### src/rtl/aire_pkg.sv
// Shared codes for the air-conditioner control FSM and its actuator stage.
package aire_pkg;

    localparam logic [1:0] SPD_NONE = 2'b00;
    localparam logic [1:0] SPD_LOW  = 2'b01;
    localparam logic [1:0] SPD_MID  = 2'b10;
    localparam logic [1:0] SPD_HIGH = 2'b11;

    localparam logic [2:0] RNG_1 = 3'b001;
    localparam logic [2:0] RNG_2 = 3'b010;
    localparam logic [2:0] RNG_3 = 3'b011;
    localparam logic [2:0] RNG_4 = 3'b100;

    localparam logic [1:0] EST_OFF = 2'b00;

    typedef enum logic [1:0] {
        C_OFF,
        C_START,
        C_RUN,
        C_LOCKOUT
    } comp_state_e;

    // Ranges 1..3 call for cooling; range 4 and invalid codes do not.
    function automatic logic rng_demand(input logic [2:0] rng);
        return (rng == RNG_1) || (rng == RNG_2) || (rng == RNG_3);
    endfunction

endpackage

### src/rtl/aire_pwm.sv
// Free-running fan PWM; a new duty is only taken at the end of a period.
module aire_pwm #(
    parameter int unsigned PWM_BITS = 4
) (
    input  logic                clock,
    input  logic                reset,
    input  logic [PWM_BITS-1:0] duty_i,
    output logic [PWM_BITS-1:0] duty_o,
    output logic                pwm_o
);

    localparam logic [PWM_BITS-1:0] CntMax = '1;

    logic [PWM_BITS-1:0] cnt_q, cnt_d;
    logic [PWM_BITS-1:0] duty_q, duty_d;
    logic                pwm_q, pwm_d;

    always_comb begin
        cnt_d  = cnt_q + 1'b1;
        duty_d = (cnt_q == CntMax) ? duty_i : duty_q;
        pwm_d  = (cnt_q < duty_q);
    end

    always_ff @(posedge clock or negedge reset) begin
        if (!reset) begin
            cnt_q  <= '0;
            duty_q <= '0;
            pwm_q  <= 1'b0;
        end else begin
            cnt_q  <= cnt_d;
            duty_q <= duty_d;
            pwm_q  <= pwm_d;
        end
    end

    assign duty_o = duty_q;
    assign pwm_o  = pwm_q;

endmodule

### src/rtl/aire_actuador.sv
// Plant driver: soft-ramped fan PWM plus compressor enable with anti-short-cycle timing.
module aire_actuador
    import aire_pkg::*;
#(
    parameter int unsigned PWM_BITS  = 4,
    parameter int unsigned RAMP_DIV  = 8,
    parameter int unsigned DUTY_LOW  = 5,
    parameter int unsigned DUTY_MID  = 10,
    parameter int unsigned DUTY_HIGH = 15,
    parameter int unsigned START_DLY = 16,
    parameter int unsigned MIN_RUN   = 32,
    parameter int unsigned MIN_OFF   = 64
) (
    input  logic                clock,
    input  logic                reset,
    input  logic [1:0]          estado,
    input  logic [1:0]          velocidad,
    input  logic [2:0]          temperatura,
    output logic                fan_pwm,
    output logic [PWM_BITS-1:0] fan_duty,
    output logic                comp_on,
    output logic                comp_lock
);

    localparam int unsigned RampW  = (RAMP_DIV > 1) ? $clog2(RAMP_DIV) : 1;
    localparam int unsigned MaxA   = (START_DLY > MIN_RUN) ? START_DLY : MIN_RUN;
    localparam int unsigned MaxCnt = (MaxA > MIN_OFF) ? MaxA : MIN_OFF;
    localparam int unsigned TimerW = $clog2(MaxCnt + 1);

    localparam logic [PWM_BITS-1:0] DutyLow  = PWM_BITS'(DUTY_LOW);
    localparam logic [PWM_BITS-1:0] DutyMid  = PWM_BITS'(DUTY_MID);
    localparam logic [PWM_BITS-1:0] DutyHigh = PWM_BITS'(DUTY_HIGH);
    localparam logic [RampW-1:0]    RampLast = RampW'(RAMP_DIV - 1);
    localparam logic [TimerW-1:0]   StartLast = TimerW'(START_DLY - 1);
    localparam logic [TimerW-1:0]   RunLast   = TimerW'(MIN_RUN - 1);
    localparam logic [TimerW-1:0]   OffLast   = TimerW'(MIN_OFF - 1);
    localparam logic [TimerW-1:0]   TimerMax  = '1;

    logic [PWM_BITS-1:0] target;
    logic [RampW-1:0]    ramp_cnt_q, ramp_cnt_d;
    logic [PWM_BITS-1:0] duty_ramp_q, duty_ramp_d;
    logic                ramp_wrap;
    logic                demand;

    comp_state_e         state_q, state_d;
    logic [TimerW-1:0]   timer_q, timer_d, timer_inc;
    logic                comp_on_q, comp_lock_q;

    always_comb begin
        target = '0;
        if (estado != EST_OFF) begin
            unique case (velocidad)
                SPD_LOW:  target = DutyLow;
                SPD_MID:  target = DutyMid;
                SPD_HIGH: target = DutyHigh;
                default:  target = '0;
            endcase
        end
    end

    assign ramp_wrap = (ramp_cnt_q == RampLast);

    always_comb begin
        ramp_cnt_d  = ramp_wrap ? '0 : ramp_cnt_q + 1'b1;
        duty_ramp_d = duty_ramp_q;
        if (ramp_wrap) begin
            if (duty_ramp_q < target) begin
                duty_ramp_d = duty_ramp_q + 1'b1;
            end else if (duty_ramp_q > target) begin
                duty_ramp_d = duty_ramp_q - 1'b1;
            end
        end
    end

    aire_pwm #(
        .PWM_BITS(PWM_BITS)
    ) u_pwm (
        .clock  (clock),
        .reset  (reset),
        .duty_i (duty_ramp_q),
        .duty_o (fan_duty),
        .pwm_o  (fan_pwm)
    );

    assign demand = (estado != EST_OFF) && rng_demand(temperatura);

    always_comb begin
        state_d   = state_q;
        timer_inc = (timer_q == TimerMax) ? timer_q : timer_q + 1'b1;
        timer_d   = timer_inc;
        unique case (state_q)
            C_OFF: begin
                if (demand) state_d = C_START;
            end
            C_START: begin
                if (!demand) begin
                    state_d = C_OFF;
                end else if (fan_duty < DutyLow) begin
                    // Start delay only counts while the fan is actually moving air.
                    timer_d = '0;
                end else if (timer_q >= StartLast) begin
                    state_d = C_RUN;
                end
            end
            C_RUN: begin
                // Power-off wins over the minimum run time.
                if ((estado == EST_OFF) || ((timer_q >= RunLast) && !demand)) begin
                    state_d = C_LOCKOUT;
                end
            end
            C_LOCKOUT: begin
                if (timer_q >= OffLast) state_d = C_OFF;
            end
            default: state_d = C_OFF;
        endcase
        if (state_d != state_q) timer_d = '0;
    end

    always_ff @(posedge clock or negedge reset) begin
        if (!reset) begin
            ramp_cnt_q  <= '0;
            duty_ramp_q <= '0;
            state_q     <= C_OFF;
            timer_q     <= '0;
            comp_on_q   <= 1'b0;
            comp_lock_q <= 1'b0;
        end else begin
            ramp_cnt_q  <= ramp_cnt_d;
            duty_ramp_q <= duty_ramp_d;
            state_q     <= state_d;
            timer_q     <= timer_d;
            comp_on_q   <= (state_d == C_RUN);
            comp_lock_q <= (state_d == C_LOCKOUT);
        end
    end

    assign comp_on   = comp_on_q;
    assign comp_lock = comp_lock_q;

endmodule
### config.mk
export PLATFORM = sky130hd
export DESIGN_NAME = aire_actuador
export DESIGN_NICKNAME = d
export VERILOG_FILES = /design/src/rtl/aire_pkg.sv /design/src/rtl/aire_pwm.sv /design/src/rtl/aire_actuador.sv
export SDC_FILE = /design/constraint.sdc
export NUM_CORES = 1
export LEC_CHECK = 0
export CORE_ASPECT_RATIO = 1.2
export CORE_MARGIN = 2
export CORE_UTILIZATION = 40
export DETAILED_ROUTE_END_ITERATION = 10
export PLACE_DENSITY = 0.69
export SYNTH_ARGS = -nofsm -noshare
export SYNTH_HDL_FRONTEND = slang
export SYNTH_SLANG_ARGS = --single-unit
### constraint.sdc
create_clock -name clock -period 5.2 [get_ports clock]
set_input_delay 1.04 -clock clock [delete_from_list [all_inputs] [get_ports clock]]
set_output_delay 1.04 -clock clock [all_outputs]
set_load 0.1 [all_outputs]
[After elaboration in Yosys (flattened, before gate mapping)]
Index checks and enable logic that the tools add are counted.
Storage, ports and cells
  register bits after elaboration: 27
  input port bits: 9
  output and inout bits: 7
Cells by class
  equality and inequality tests: 15
  magnitude comparators: 7
  reductions and logical operators: 11
  multiplexer cells: 17
  add/subtract/negate cells: 5
Operator list (number)
  $mux W7: 5
  $eq A2 B2 Y1 const B: 6
  $mux W2: 6
  $mux W4: 3
  $pmux W4 S3: 1
  $add A4 B1 Y4 const B: 2
  $lt A4 B4 Y1: 2
  $pmux W2 S4: 1
  $add A7 B1 Y7 const B: 1
  $eq A7 B7 Y1 const B: 1
  $ge A7 B4 Y1 const B: 1
  $ge A7 B5 Y1 const B: 1
  $ge A7 B6 Y1 const B: 1
  $eq A3 B2 Y1 const B: 2
  $eq A2 B1 Y1 const B: 2
  $eq A4 B4 Y1 const B: 1
  $gt A4 B4 Y1: 1
  $logic_not A2 Y1: 2
  $lt A4 B3 Y1 const B: 1
  $reduce_bool A2 Y1: 2
  $sub A4 B1 Y4 const B: 1
  $add A3 B1 Y3 const B: 1
  $eq A3 B1 Y1 const B: 1
  $eq A3 B3 Y1 const B: 1
  6 further kinds: 9

[Depth between registers and ports, before layout]
Gate-level depths: netlist of the first run.
  depth in word-level cells: 11
  depth in mapped cells: 11

[Cells and area by module]
Synthesis of the first run repeated with hierarchy kept, for this count alone.
Unflattened totals
  cell total of the unflattened synthesis: 130
  area, all modules: 1436.4 um^2
By module, submodules not included
  aire_actuador: cells an instance 100, times used 1, area an instance 1039.7 um^2
  aire_pwm: cells an instance 30, times used 1, area an instance 396.6 um^2

[Worst setup path before layout of the first run]
Ideal clock, no wire load.
  kind: input to register
  from: input port estado[1]
  to: register duty_ramp_q[3]
  setup slack: 2031 ps
  buffers on the path: 0
  stages: 11
  required time: 5121 ps
  data arrival time: 3090 ps
  cells stage by stage: o21ai_0 -> ha_1 -> a21o_1 -> a21oi_1 -> o21ai_1 -> ha_1 -> a21oi_1 -> nor2b_1 -> or3_1 -> mux2i_1 -> xor2_1
On the way
  word-level cells in the longest chain between the ends: 5
  elaborated cells on any way between the ends: 7
Ends and longest elaborated chain
  start: declaration: line aire_actuador.sv:16  | input logic [1:0] estado,
  $reduce_bool A2 Y1 (*): line aire_actuador.sv:51  | if (estado != EST_OFF) begin
  $mux W4 (*): line aire_actuador.sv:51
  $lt A4 B4 Y1 / $gt A4 B4 Y1 (equally long branches): line aire_actuador.sv:67, aire_actuador.sv:69
  $reduce_bool A2 Y1 (no line)
  $reduce_and A2 Y1 (no line)
  end signal: assignment: line aire_actuador.sv:129  | duty_ramp_q <= duty_ramp_d;
  end: declaration: line aire_actuador.sv:41  | logic [PWM_BITS-1:0] duty_ramp_q, duty_ramp_d;
Mark *: on every way between the ends. The rest lies on a longest branch, timed or not.
A chain may end at the register's enable or synchronous reset.

[Final worst setup path of the first run]
Same ends and word-level chain as after synthesis.

==> impl_metrics.yaml, run 1 <==
critical_path:
  worstSetupPathType: "input pin to register"
  cp_max_fo: 4
  reg2reg_depth: 10
  crit_arrival_ps: 3840
  path_delay_family: "compound AO/OA/AOI/OAI gates"
  r2r-start: "duty_ramp_q[2]"
  slowest_delay_ps: 480
  ff2ff_setup_slack_ps: 2630
  r2r_end: "duty_ramp_q[3]"
  startpoint_type: "input pin"
  cp.required_ps: 5390
  worstPathCellList: "clkdlybuf4s50_1 -> o21ai_0 -> ha_1 -> a21o_1 -> a21oi_1 -> o21ai_1 -> ha_1 -> a21oi_1 -> nor2b_1 -> or3_1 -> mux2i_1 -> xor2_1"
  cp.buffers_inverters: 1
  slowest_stage: "clkdlybuf4s50_1"
  cp-end-kind: "register"
detailed_routing:
  viasPerCell: 5.64
  wire_per_inst_um: 14.9
  drt_first_pass_iters: 5
  ant_nets: 0
  drc: 0
  drtIter0Drc: 33
  totalWireLength_um: 2960
  vias: 1123
cts:
  cts_setup_buffers: 0
  cts_tree: "done"
  cts_made_buffers: 3
  clkSinkCount: 27
  clock_path_buffers: 2
  cts_resized: 0
  root_buffer: "clkbuf_8"
  clock_latency_ps: 270
  clk_pin_slew_ps: 90
  cts_hold_buf: 0
  htree_num_levels: 1
placement:
  pre_cts_slack_ps: 1270
  gp_congestion: 0.753
  dp_hpwl_um: 2270
  placed_cells: 195
  port-buffer-count: 15
power:
  pwr_density_cell_nw_per_um2: 583
  p_leak_uw: 0.000778
  ir_drop_v: 0.000353
flow_run:
  drv_cap: 0
logic_synthesis:
  netlist_instances: 142
  synthXorXnorAreaFrac_pct: 3.51
  syn_nets: 165
  synth_fa_ha_area_share_pct: 12.2
  synthMuxAreaShare_pct: 6.43
  synthFlopType: "dfrtp_1"
  yosys_warnings: 0
  synth.distinct_cells: 36
  async_flop_share_pct: 100
  avgSynthCellArea_um2: 10.6
  ys_ff_latch: 27
  netlist_area_um2: 1500
  ys_seq_area_share_pct: 45.1
  synth_top_family_by_area: "simple AND/OR/NAND/NOR gates"
  synth_compound_area_share_pct: 13.4
  synth-edff-count: 0
  yosys.area_share.simple_pct: 17.0
sta:
  slew-limit-headroom_pct: 35.6
  min_period_ps: 3650
  period_share_pct: 70.1
  max_freq_ghz: 0.274
  worst_slew_pin_slew_ps: 963
  final_max_slew_viol_count: 0
  skew_ps: 6.72
  worst_slack_ps: 1550
  setup_viol: 0
  holdWs_ps: 430
  fin_tns_setup_ps: 0
  rsz0062_at_grt: "no"
  hold_viol_final: 0
worst_hold_path:
  min_path_cells: 1
  hold_end: "ramp_cnt_q[0]"
  hp-start: "ramp_cnt_q[0]"
  hp-class: "register to register"
cells_and_area:
  multiInputGateArea_um2: 788
  area_delta_synth_final_pct: 16.2
  n_antenna_cell: 0
  regArea_um2: 676
  layout-drive-gt1-share_pct: 10.0
  final_util_pct: 48.3
  fin_cells: 199
  fill_cells: 319
  num-nets-final: 184
die:
  fp.dieArea_um2: 4250
  io_pins: 16
  die_x_um: 59.9
  rows: 24
  start_util_pct: 41.6
  die-height_um: 71.1
  core_um2: 3600
global_routing:
  grt_pass1_vias: 1194
  track_usage_pct: 15.1
  grt_pass1_wl_um: 5070
  grt_max_degree: 28
  antenna_found_initial: 0
  gr-total-overflow: 0
outcome:
  outcome: "finished clean"
[layout make-up]
cell class	count	area share, %
Clock buffer	4	2.59
Timing Repair Buffer	16	9.05
Sequential cell	27	38.8
Inverter	7	1.51
Tap cell	39	2.80
Multi-Input combinational cell	106	45.3
[synthesized netlist by cell type, types with 2 or more instances]
library cell / count / area, µm²
xor2_1: 4 / 35.0
nand4_1: 3 / 18.8
and3_1: 2 / 12.5
ha_1: 13 / 163
dfrtp_1: 27 / 676
xnor2_1: 2 / 17.5
a21o_1: 2 / 15.0
mux2_2: 5 / 56.3
inv_1: 7 / 26.3
a21oi_1: 4 / 20.0
nand2_1: 6 / 22.5
o21ai_0: 8 / 40.0
nor2b_1: 4 / 25.0
nand3_1: 6 / 30.0
nor2_1: 12 / 45.0
mux2i_1: 4 / 40.0
o31a_1: 2 / 17.5
nand2b_1: 2 / 12.5
o21ai_1: 3 / 15.0
nor3_1: 7 / 35.0
a21oi_2: 3 / 26.3
a31oi_1: 2 / 12.5
[registers in the layout, summed over array words and instances (netlist names)]
signal        flops
ramp_cnt_q        3
comp_lock         1
duty_ramp_q       4
u_pwm.pwm_o       1
state_q           2
comp_on           1
u_pwm.cnt_q       4
timer_q           7
u_pwm.duty_o      4
[where the power goes]
part,internal [µW],total [µW],switching [µW]
combinational,185,536,351
clock,54.8,116,61.1
sequential,275,364,88.3
[worst max-delay path by stage]
stage | from | end | slack (ps) | depth (start not counted)
2_1_floorplan | estado[1] | duty_ramp_q[3] | 2030 | 11
3_3_place_gp | estado[1] | duty_ramp_q[3] | 1470 | 12
3_5_place_dp | estado[1] | duty_ramp_q[3] | 1270 | 12
4_1_cts | estado[1] | duty_ramp_q[3] | 1570 | 12
5_1_grt | estado[1] | duty_ramp_q[3] | 1350 | 12
6_report | estado[1] | duty_ramp_q[3] | 1550 | 12
[placed cells by master, fill, tap and decap left out, types with 2 or more instances in the layout]
cell type         n
mux2i_1           4
o31a_1            2
o21ai_1           3
nor2_1           12
xor2_1            4
a31oi_1           2
nor3_1            7
nand3_1           6
dfrtp_1          27
a21oi_1           4
ha_1             13
nor2b_1           4
mux2_2            5
and3_1            2
clkdlybuf4s50_1  15
nand2_1           6
inv_1             7
o21ai_0           8
nand2b_1          2
xnor2_1           2
a21o_1            2
a21oi_2           3
nand4_1           3
clkbuf_8          3
[metal layers]
layer	vias to the layer above	part of all wire, %	global-route usage (%)
li1	545	-	-
met1	560	46	18.8
met2	14	50	26.4
met3	4	2.5	2.38
met4	0	1.3	4.20
met5	-	0	0
[cell families (layout without fill, tap and decap cells)]
group                      Yosys count  count (layout)
AOI/OAI and AO/OA                   30              30
and+or+nand+nor                     47              47
xor gates and xnor gates             6               6
muxes                                9               9
DFF                                 27              27
adders and majority gates           14              14
buffers and inverters                9              27
[worst register-to-register path, stage by stage, from the launching register on]
cell and delay, ps:
dfrtp_1 450, ha_1 360, a21o_1 160, a21oi_1 160
o21ai_1 190, ha_1 320, a21oi_1 140, nor2b_1 60
or3_1 330, mux2i_1 170, xor2_1 150
[metrics by stage]
| step | area (µm²) | power [µW] |
|---|---|---|
| 2_1_floorplan | 1500 | 763 |
| 3_3_place_gp | 1700 | 875 |
| 3_5_place_dp | 1700 | 906 |
| 4_1_cts | 1740 | 1030 |
| 5_1_grt | 1740 | 1090 |
| 6_report | 1740 | 1020 |
Note: power is estimated with default switching activity, not from simulation.
==> run 2: changes to the inputs <==
- clock period: 5.2 -> 3.5 ns (I/O delays scaled with it)
==> run 2 against run 1 <==
Sequential cell count unchanged. Routed wire length down 6.4%. Die area unchanged. Via count down 2.0%. Largest cell class unchanged. Combinational power up 45%. Count of clock-buffer cells in the layout down 1.
==> impl_metrics.yaml, run 2 (synthesized netlist as in run 1, its figures left out) <==
sta:
  max_freq_ghz: 0.307
  hold_viol_final: 0
  final_max_slew_viol_count: 0
  min_period_ps: 3260
  skew_ps: 6.22
  holdWs_ps: 435
  period_share_pct: 93.2
  slew-limit-headroom_pct: 35.0
  worst_slew_pin_slew_ps: 972
  rsz0062_at_grt: "no"
  setup_viol: 0
placement:
  dp_hpwl_um: 2110
  gp_congestion: 0.778
  port-buffer-count: 15
  placed_area_um2: 1690
  placed_cells: 195
detailed_routing:
  totalWireLength_um: 2770
  ant_nets: 0
  vias: 1100
  drt_first_pass_iters: 4
  wire_per_inst_um: 13.9
  viasPerCell: 5.53
  drtIter0Drc: 49
  drc: 0
cells_and_area:
  area_delta_synth_final_pct: 16.3
  max_flop_register: "timer_q"
  layout_commonest_cell: "dfrtp_1"
  layout-drive-gt1-share_pct: 11.3
  final_util_pct: 48.4
  largest_reg_flops: 7
  fill_cells: 327
  n_antenna_cell: 0
  fin_area_um2: 1740
  fin_cells: 199
  num-nets-final: 184
  layout_common_cells: "dfrtp_1, clkdlybuf4s50_1, ha_1"
critical_path:
  cp.buffers_inverters: 1
  startpoint_type: "input pin"
  worstPathCellList: "clkdlybuf4s50_1 -> o21ai_1 -> ha_1 -> a21o_1 -> a21oi_1 -> o21ai_1 -> ha_1 -> a21oi_1 -> nor2b_1 -> or3_1 -> mux2i_1 -> xor2_1"
  worstSetupPathType: "input pin to register"
  cp_max_fo: 4
  cp.required_ps: 3710
  cp-end-kind: "register"
  path_delay_family: "compound AO/OA/AOI/OAI gates"
  crit_arrival_ps: 3470
  slowest_delay_ps: 480
  slowest_stage: "clkdlybuf4s50_1"
power:
  ir_drop_v: 0.000385
  p_leak_uw: 0.000778
  power_uw: 1500
  pwr_density_cell_nw_per_um2: 859
outcome:
  outcome: "finished clean"
cts:
  clkSinkCount: 27
  clock_latency_ps: 280
  cts_made_buffers: 3
  clock_path_buffers: 2
  clk_pin_slew_ps: 90
  htree_num_levels: 1
  root_buffer: "clkbuf_8"
  cts_tree: "done"
  cts_hold_buf: 0
die:
  core_um2: 3600
  start_util_pct: 41.6
  rows: 24
  die_x_um: 59.9
  die-height_um: 71.1
  io_pins: 16
  fp.dieArea_um2: 4250
global_routing:
  grt_max_degree: 28
  antenna_found_initial: 0
  grt_pass1_wl_um: 4570
  gr-total-overflow: 0
  grt_pass1_vias: 1025
  track_usage_pct: 14.2
flow_run:
  drv_cap: 0
worst_hold_path:
  hp-class: "register to register"
## run 2: cell types whose count changed in the layout (fill, tap and decap cells not counted), sizes merged
| cell | before | now |
|---|---|---|
| clkdlybuf4s50 | 15 | 14 |
| clkinvlp | 0 | 1 |
| buf | 1 | 2 |
| clkbuf | 4 | 3 |
## run 2: path summary, 6_finish.rpt
kind | start | endpoint | slack [ps] | cells past startpoint
max | estado[1] | duty_ramp_q[3] | 240 | 12
min | ramp_cnt_q[0] | ramp_cnt_q[0] | 440 | 1
max reg2reg | duty_ramp_q[2] | duty_ramp_q[3] | 870 | 10
min reg2reg | ramp_cnt_q[0] | ramp_cnt_q[0] | 440 | 1
max in group asynchronous | reset | duty_ramp_q[3] | 2450 | 2
min in group asynchronous | reset | timer_q[2] | 790 | 2
## run 2: where the power goes
part	switching (µW)	internal, µW
logic	510	267
clock network	100	81.0
registers	130	409
total	741	756
## run 2: area by class of cell
| type | instances | area, µm² | share of cell area (%) |
|---|---|---|---|
| Clock inverter | 1 | 7.51 | 0.431 |
| Multi-Input combinational cell | 106 | 788 | 45.2 |
| Sequential cell | 27 | 676 | 38.8 |
| Clock buffer | 3 | 41.3 | 2.37 |
| Tap cell | 39 | 48.8 | 2.80 |
| Inverter | 7 | 26.3 | 1.51 |
| Timing Repair Buffer | 16 | 155 | 8.90 |
## run 2: timing repair
action                     CTS  global route
setup endpoints to repair    0             1
gates resized for setup      0             1
setup buffers                0             0
## run 2: routing by layer
| layer | routed length [µm] | global-route usage, % |
|---|---|---|
| met1 | 1300 | 20.0 |
| met2 | 1320 | 21.3 |
| met3 | 97 | 2.38 |
| met4 | 51 | 6.42 |
| met5 | 0 | 0 |
## run 2: per-stage QoR
| stage | setup TNS (ps) | worst slack, ps |
|---|---|---|
| after CTS | 0 | 184 |
| after global placement | 0 | 112 |
| after floorplan | 0 | 671 |
| after detailed placement | -111 | -111 |
| final | 0 | 239 |
| after global routing | 0 | 89.8 |
